$ cat config.mk
export PLATFORM = sky130hd
export DESIGN_NAME = bowling_game_score_keeper
export DESIGN_NICKNAME = d
export VERILOG_FILES = /design/src/rtl/bowling_game_score_keeper.sv
export SDC_FILE = /design/constraint.sdc
export NUM_CORES = 1
export LEC_CHECK = 0
export ABC_CLOCK_PERIOD_IN_PS = 8700
export CORE_MARGIN = 5
export CORE_UTILIZATION = 65
export DETAILED_ROUTE_END_ITERATION = 10
export PLACE_DENSITY = 0.95
export SLEW_MARGIN = 10
export SYNTH_ARGS = -nofsm -noshare
export SYNTH_HDL_FRONTEND = slang
export SYNTH_SLANG_ARGS = --single-unit
export TNS_END_PERCENT = 30
$ cat constraint.sdc
create_clock -name clock -period 8.7 [get_ports clock]
set_input_delay 1.74 -clock clock [delete_from_list [all_inputs] [get_ports clock]]
set_output_delay 1.74 -clock clock [all_outputs]
set_load 0.005 [all_outputs]
$ cat src/rtl/bowling_game_score_keeper.sv
// Ten-pin bowling score keeper.
// Each rising edge of the asynchronous UPD strobe registers one throw of N pins.
// Strike and spare bonuses are applied as the bonus throws arrive. The running
// score is shown on three 7-segment digits.
// Ports:
//   seg   - {hundreds, tens, units}. Each byte: bit0=a .. bit6=g, bit7=dp (always 0).
//   Done  - high once the game is complete; held until reset.
//   N     - pins knocked down on this throw (0..10).
//   UPD   - throw strobe, asynchronous to clock; its rising edge registers N.
//   clock - system clock, rising edge.
//   reset - synchronous, active-high; clears the game.
module bowling_game_score_keeper (
    output logic [23:0] seg,
    output logic        Done,
    input  logic [3:0]  N,
    input  logic        UPD,
    input  logic        clock,
    input  logic        reset
);

    logic       upd_s1_q, upd_s2_q, upd_d_q;
    logic       upd_edge;

    logic [8:0] score_q, score_d;
    logic [3:0] frame_q, frame_d;
    logic [1:0] ball_q, ball_d;   // 3 = extra throw in frame 10
    logic [3:0] first_q, first_d; // ball-1 count of the current frame
    logic [1:0] bonus_next_q, bonus_next_d;
    logic [1:0] bonus_after_q, bonus_after_d;
    logic       done_q, done_d;

    logic       valid;
    logic       strike, spare;
    logic [4:0] pin_sum;
    logic [1:0] mult;
    logic [5:0] points;

    // Synchronizer flops preset high in reset so that a UPD held high across
    // reset is not seen as a fresh edge.
    assign upd_edge = upd_s2_q & ~upd_d_q;

    assign pin_sum = {1'b0, first_q} + {1'b0, N};
    assign mult    = 2'd1 + bonus_next_q;
    assign points  = 6'(N) * 6'(mult);

    always_comb begin
        score_d       = score_q;
        frame_d       = frame_q;
        ball_d        = ball_q;
        first_d       = first_q;
        bonus_next_d  = bonus_next_q;
        bonus_after_d = bonus_after_q;
        done_d        = done_q;

        valid  = upd_edge && !done_q && (N <= 4'd10) &&
                 !((frame_q < 4'd10) && (ball_q == 2'd2) && (N > (4'd10 - first_q)));
        strike = (frame_q < 4'd10) && (ball_q == 2'd1) && (N == 4'd10);
        spare  = (frame_q < 4'd10) && (ball_q == 2'd2) && (pin_sum == 5'd10);

        if (valid) begin
            score_d       = score_q + 9'(points);
            bonus_next_d  = bonus_after_q + {1'b0, strike} + {1'b0, spare};
            bonus_after_d = {1'b0, strike};

            if (frame_q < 4'd10) begin
                if ((ball_q == 2'd1) && !strike) begin
                    ball_d  = 2'd2;
                    first_d = N;
                end else begin
                    frame_d = frame_q + 4'd1;
                    ball_d  = 2'd1;
                end
            end else begin
                unique case (ball_q)
                    2'd1: begin
                        first_d = N;
                        ball_d  = 2'd2;
                    end
                    2'd2: begin
                        // Strike or spare in frame 10 earns one more throw.
                        if ((first_q == 4'd10) || (pin_sum == 5'd10)) begin
                            ball_d = 2'd3;
                        end else begin
                            done_d = 1'b1;
                        end
                    end
                    default: done_d = 1'b1;
                endcase
            end
        end
    end

    always_ff @(posedge clock) begin
        if (reset) begin
            upd_s1_q      <= 1'b1;
            upd_s2_q      <= 1'b1;
            upd_d_q       <= 1'b1;
            score_q       <= 9'd0;
            frame_q       <= 4'd1;
            ball_q        <= 2'd1;
            first_q       <= 4'd0;
            bonus_next_q  <= 2'd0;
            bonus_after_q <= 2'd0;
            done_q        <= 1'b0;
        end else begin
            upd_s1_q      <= UPD;
            upd_s2_q      <= upd_s1_q;
            upd_d_q       <= upd_s2_q;
            score_q       <= score_d;
            frame_q       <= frame_d;
            ball_q        <= ball_d;
            first_q       <= first_d;
            bonus_next_q  <= bonus_next_d;
            bonus_after_q <= bonus_after_d;
            done_q        <= done_d;
        end
    end

    // Digit to segment byte: {dp, g, f, e, d, c, b, a}.
    function automatic logic [7:0] seg_enc(input logic [8:0] digit);
        logic [7:0] s;
        case (digit)
            9'd0:    s = 8'h3F;
            9'd1:    s = 8'h06;
            9'd2:    s = 8'h5B;
            9'd3:    s = 8'h4F;
            9'd4:    s = 8'h66;
            9'd5:    s = 8'h6D;
            9'd6:    s = 8'h7D;
            9'd7:    s = 8'h07;
            9'd8:    s = 8'h7F;
            9'd9:    s = 8'h6F;
            default: s = 8'h00;
        endcase
        return s;
    endfunction

    logic [8:0] hund_w, tens_w, unit_w;

    assign hund_w = score_q / 9'd100;
    assign tens_w = (score_q % 9'd100) / 9'd10;
    assign unit_w = score_q % 9'd10;

    assign seg  = {seg_enc(hund_w), seg_enc(tens_w), seg_enc(unit_w)};
    assign Done = done_q;

endmodule

# [Word-level counts from Yosys, hierarchy flattened]
# Memories as Yosys holds them, arrays and structs flattened.
# Index checks and enable logic that the tools add are counted.
[word_totals] register_bits=26 rom_bits=336 inputBits=7 output_inout_bits=25 word_cells=75 n_memories=3
[memory_table] name="(no name shown)" depth=16 width=7 rd=1 rd_clocked_by_memory_dff=0 write_ports=0 line_no="122" rtl="case (digit)"
[memory_table] name="(no name shown)" depth=16 width=7 rd=1 rd_clocked_by_memory_dff=0 write_ports=0 line_no="122"
[memory_table] name="(no name shown)" depth=16 width=7 rd=1 rd_clocked_by_memory_dff=0 write_ports=0 line_no="122"
[classes] add_sub_neg=7 multipliers=1 n_div=4 n_lt_le_gt_ge=3 n_eq_ne=8 mux=12 n_bitwise=5 n_reduce_logical=22
[ops] op="8-bit 2-to-1 mux" n=3
[ops] op="5-bit logical NOT" n=3
[ops] op="4-bit 2-to-1 mux" n=3
[ops] op="9-bit by 6-bit adder with 9-bit output" n=1
[ops] op="9-bit by 4-bit divider with 9-bit output, second input constant" n=1
[ops] op="9-bit by 7-bit divider with 9-bit output, second input constant" n=1
[ops] op="1-bit logical AND" n=9
[ops] op="9-bit by 4-bit modulo with 9-bit output, second input constant" n=1
[ops] op="9-bit by 7-bit modulo with 9-bit output, second input constant" n=1
[ops] op="3-bit AND reduction" n=3
[ops] op="4-bit equality test, second input constant" n=2
[ops] op="4-bit by 2-bit multiplier with 6-bit output" n=1
[ops] op="2-bit 2-to-1 mux" n=3
[ops] op="4-bit by 4-bit adder with 5-bit output" n=1
[ops] op="5-bit by 4-bit equality test with 1-bit output, second input constant" n=1
[ops] op="4-bit by 1-bit adder with 4-bit output, second input constant" n=1
[ops] op="4-bit greater-than comparator" n=1
[ops] op="4-bit less-or-equal comparator, second input constant" n=1
[ops] op="4-bit less-than comparator, second input constant" n=1
[ops] op="1-bit NOT" n=4
[ops] op="2-bit case mux with 2 select lines" n=1
[ops] op="4-bit AND reduction" n=1
[ops] op="4-bit subtractor, first input constant" n=1
[ops] op="1-bit logical NOT" n=3
[ops] op="other kinds (14)" n=14

# [Depth between registers and ports, before layout]
[depth] depth_word=7 depth_mapped=21 mapped_depth_nobuf=18

# [Worst setup path after synthesis]
# Ideal clock, no wire load.
[synth_path] kind="register to output" start="reg score_q[4]" end="out seg[0]" arrival_ns=3.869 required_time_ns=6.960 setup_slack_ns=3.091 stages_incl_launch_ff=20 path_buffers=1 path_cell_list="dfxtp_1 > buf_6 > or4b_4 > o221a_1 > a41oi_1 > nor2_2 > nor3_1 > or3_1 > o21ai_0 > ha_1 > o31ai_2 > nand3b_1 > a22o_1 > o21ai_0 > inv_1 > ha_1 > inv_1 > nor2_1 > a21oi_1 > o21a_1"
[synth_via] elab_chain_cells=3 elab_cells_between_ends=4 classes_between="div: 1; mux: 1; reduce/logical: 1; memory: 1"
[synth_lines] element="start: declaration" line_no="24" rtl="logic [8:0] score_q, score_d;"
[synth_lines] element="start signal: assignment" line_no="109" rtl="score_q <= score_d;"
[synth_lines] element="9-bit by 4-bit modulo with 9-bit output (*)" line_no="142" rtl="assign unit_w = score_q % 9'd10;"
[synth_lines] element="memory 16 x 7 bit or 5-bit logical NOT (tied branches)"
[synth_lines] element="8-bit 2-to-1 mux (*)" line_no="122"
[synth_lines] element="end: declaration" line_no="13" rtl="output logic [23:0] seg,"
# Every way passes the cells marked *; elsewhere a longest branch is shown, timed or not.

# [Worst setup path after layout]
[layout_path] start="reg score_q[5]" end="out seg[0]"
# The elaborated chain is that of the path after synthesis.

==> flow_results.org <==
** Logic synthesis
- Share of the synthesized area in the top cell type :: 0.132
- Top cells by count, synth :: 46 x sky130_fd_sc_hd__nor2_1, 39 x sky130_fd_sc_hd__nand2_1, 37 x sky130_fd_sc_hd__a21oi_1
- Synthesized area :: between 3000 and 4000 um^2
- Synth Flop Type :: sky130_fd_sc_hd__dfxtp_1
- Top cell type by total area after synthesis :: sky130_fd_sc_hd__dfxtp_1
- Number of synthesized register bits :: 26
- Top cells by area in the synthesized netlist :: sky130_fd_sc_hd__dfxtp_1 13%, sky130_fd_sc_hd__ha_1 11%, sky130_fd_sc_hd__a21oi_1 4.7%, sky130_fd_sc_hd__nor2_1 4.4%, sky130_fd_sc_hd__mux2i_1 4.3%
- Asr flop ratio synth :: 0
- For this run, the register share of the synthesized area comes to 0.132.
- The Yosys step of the flow raised 0 warnings.
- Yosys mapped a number of flops with a built-in enable equal to 0.
- Number of unique standard cell types used by synthesis :: 90
- Most numerous cell in the Yosys netlist :: sky130_fd_sc_hd__nor2_1
- In the synthesized netlist, the number of instances is between 500 and 600.
- A synthesized cell averages 7.81 um^2.

** Routing
- Violation count after the first detailed-route iteration :: approximately 340
- For this block, the via count after detailed routing is 3752.
- Average via count per standard cell :: approximately 6.4
- Router iterations before antenna repair :: 5
- Antenna violation net count after detailed routing :: 0
- Routed length per placed instance :: ~15 um
- After detailed routing, the number of remaining DRC violations is 0.
- Total wire length :: between 8 and 9 mm

** Die
- The die is about 90 um tall.
- Die Outline Area :: roughly 7700 um^2
- Starting density of the core :: 0.668
- In this run the count of I/O pins placed on the die edge is 32.
- The floorplan step defined a core boundary enclosing a little under 6000 um^2.
- Die X-Extent :: just under 90 um
- In this run the core area contains 28 standard-cell rows.

** GRT
- The initial antenna violation count was 0.
- In the global route stage, overall resource usage came out at 0.233.
- Wire length of the first global-routing pass :: 15.2 mm
- The number of global-route vias before repair is between 3000 and 4000.
- Overall overflow remaining after global route :: 0
- Pin count of the biggest net entering global routing :: 37

** Worst setup path
- Worst r2r dst :: score_q[8]
- Data on the critical path is required at its endpoint by ~7 ns.
- STA classifies the critical path startpoint as a flip-flop.
- Arrival @ worst endpoint :: roughly 5.8 ns
- R2r startpoint :: score_q[2]
- Maximum fanout along the worst path :: 27
- By startpoint and endpoint, the worst setup path is classified as reg -> out.
- Measured in cells, the most critical reg-to-reg path has a length of 12.
- STA classifies the critical path endpoint as an output port.
- R2R Setup Slk :: between 4 and 5 ns

** Clock network
- Number of gates resized after CTS :: 0
- Number of hold buffers added after CTS :: 0
- After clock tree synthesis, the setup repair step added 0 buffers.
- CTS saw 26 sinks.
- After clock tree synthesis, the clock-pin slew on the worst setup and hold paths is approximately 0.090 ns.
- H-Tree Depth :: 1
- TritonCTS built the clock tree.
- The tree is rooted in a sky130_fd_sc_hd__clkbuf_8.
- The number of clock buffers added by TritonCTS is 3.
- Insertion delay of the later-clocked pin in the worst-skew pair :: ~0.27 ns
- Counting along the longest clock path gives a buffer depth of 2.

** Placed design
- Half-perimeter wire length after placement :: 6.58 mm
- Routability congestion estimate :: 0.910
- In this run the tool buffered the top-level ports with 28 buffer cells.
- OpenSTA, run right after detailed placement, puts the worst setup slack at 1.62 ns.

** Power
- Power density over the cells :: 65.8 nW/um^2
- Summed over all cells, the static leakage comes to about 1.8 nW.
- Worst vdd ir :: 0.000116 V

** Cells and area
- NumNets Final :: 558
- Share of post-route cells with drive strength above 1 :: 0.0807
- The repair_antennas step left the layout with diodes totalling 0.
- After filler insertion, the fill cell instance count of the layout stands at 457.
- From synthesis to final layout, the design area changed by 5.73%.

** STA
- Final period utilization :: 0.864
- Total negative slack :: 0 ns
- Worst-margin pin slew :: about 1.1 ns
- Setup repair after global routing left no endpoint under its margin.
- Final hold violation count :: 0
- Total of endpoints with negative setup slack in the final report :: 0
- Max-slew violation count :: 0
- Post-layout worst setup margin :: between 1 and 1.5 ns
- Post-layout min period :: 7.52 ns
- Tightest slew margin relative to the limit :: 0.261
- Highest clock frequency the design can meet :: ~0.13 GHz
- For the final database, setup skew stands at approximately 0.0029 ns.

** Min path
- The tightest min-delay check is of the reg -> reg type.
- The startpoint identified for the worst hold timing path is upd_s1_q.
- Hold Path Cell Cnt :: 1
- For hold timing, the worst endpoint is upd_s2_q.

** Flow run
- The tool flagged a number of max-cap violations equal to 0.

** Run status
- The flow ran to the end, and the final reports show no timing, DRC or antenna violations.
-- worst max-delay path by stage --
stage / from / cells past startpoint / end / slack (ns)
global route: score_q[5] / 19 / seg[0] / 0.73
detailed placement: score_q[5] / 19 / seg[0] / 1.62
floorplan: score_q[4] / 19 / seg[0] / 3.09
finish: score_q[5] / 19 / seg[0] / 1.18
global placement: score_q[5] / 19 / seg[0] / 1.98
CTS: score_q[5] / 19 / seg[0] / 1.28
-- logic make-up after synthesis --
group           synth area share
simple gates               0.256
compound gates             0.289
buf+inv                   0.0867
fa+ha+maj                  0.147
flops                      0.132
mux                       0.0487
xor+xnor                  0.0396
other cells             0.000949
-- layout make-up --
cell class | instances | area [um^2] | share of cell area
multi-input combinational | 421 | 3100 | 0.741
sequential | 26 | 520 | 0.125
timing repair buffer | 30 | 295 | 0.0707
inverter | 27 | 101 | 0.0243
tap | 75 | 93.8 | 0.0225
clock buffer | 3 | 41.3 | 0.00988
clock inverter | 1 | 30.0 | 0.00719
-- critical path, cell delays in order (launching register included) --
cell	delay (ns)
sky130_fd_sc_hd__dfxtp_1	0.94
sky130_fd_sc_hd__inv_1	0.29
sky130_fd_sc_hd__or4_1	0.59
sky130_fd_sc_hd__a41oi_1	0.27
sky130_fd_sc_hd__nor2_2	0.17
sky130_fd_sc_hd__nor3_1	0.27
sky130_fd_sc_hd__or3_1	0.14
sky130_fd_sc_hd__o21ai_0	0.11
sky130_fd_sc_hd__ha_1	0.24
sky130_fd_sc_hd__o31ai_2	0.28
sky130_fd_sc_hd__nand3b_1	0.22
sky130_fd_sc_hd__a22o_1	0.32
sky130_fd_sc_hd__o21ai_0	0.42
sky130_fd_sc_hd__inv_1	0.13
sky130_fd_sc_hd__ha_1	0.22
sky130_fd_sc_hd__inv_1	0.07
sky130_fd_sc_hd__nor2_1	0.05
sky130_fd_sc_hd__a21oi_1	0.13
sky130_fd_sc_hd__o21a_1	0.12
sky130_fd_sc_hd__clkdlybuf4s50_1	0.51
-- stage by stage --
stage	area [um^2]	instances	hold slack (ns)	util	total power, W
2_1_floorplan	3960	508	0.389	-	0.000159
3_3_place_gp	4110	579	0.401	0.694	0.000174
3_5_place_dp	4110	579	0.408	0.694	0.000176
4_1_cts	4180	583	0.435	0.706	0.000277
5_1_grt	4180	583	0.455	0.706	0.000287
6_report	4180	583	0.426	0.706	0.000275
-- cell usage in the layout, fill, tap and decap left out, types with 8 or more instances in the layout --
| cell type | n |
|---|---|
| sky130_fd_sc_hd__nor2_1 | 46 |
| sky130_fd_sc_hd__nand2b_1 | 17 |
| sky130_fd_sc_hd__xnor2_1 | 11 |
| sky130_fd_sc_hd__o21ai_0 | 25 |
| sky130_fd_sc_hd__nand3_1 | 11 |
| sky130_fd_sc_hd__nand2_1 | 39 |
| sky130_fd_sc_hd__ha_1 | 36 |
| sky130_fd_sc_hd__a21o_1 | 8 |
| sky130_fd_sc_hd__clkdlybuf4s50_1 | 28 |
| sky130_fd_sc_hd__a21oi_1 | 37 |
| sky130_fd_sc_hd__mux2i_1 | 17 |
| sky130_fd_sc_hd__nor3b_1 | 8 |
| sky130_fd_sc_hd__inv_1 | 24 |
| sky130_fd_sc_hd__nor3_1 | 15 |
| sky130_fd_sc_hd__dfxtp_1 | 26 |
-- routing by layer --
layer	part of all wire	GRT usage
met1	0.42	0.279
met5	0	0
met4	0.019	0.0837
met2	0.51	0.429
met3	0.046	0.0207
-- where the power goes --
part	total, W	internal [W]	switching [W]
combinational	0.0000512	0.0000249	0.0000264
clock	0.000101	0.0000616	0.0000392
sequential	0.000123	0.000120	0.00000256
total	0.000275	0.000207	0.0000681
-- sequential cells by signal (all words and copies together) (netlist names) --
register / count
Done: 1
ball_q: 2
bonus_after_q: 1
bonus_next_q: 2
first_q: 4
frame_q: 4
score_q: 9
upd_d_q: 1
upd_s1_q: 1
upd_s2_q: 1
No activity file was read; power rests on OpenSTA's default activity.
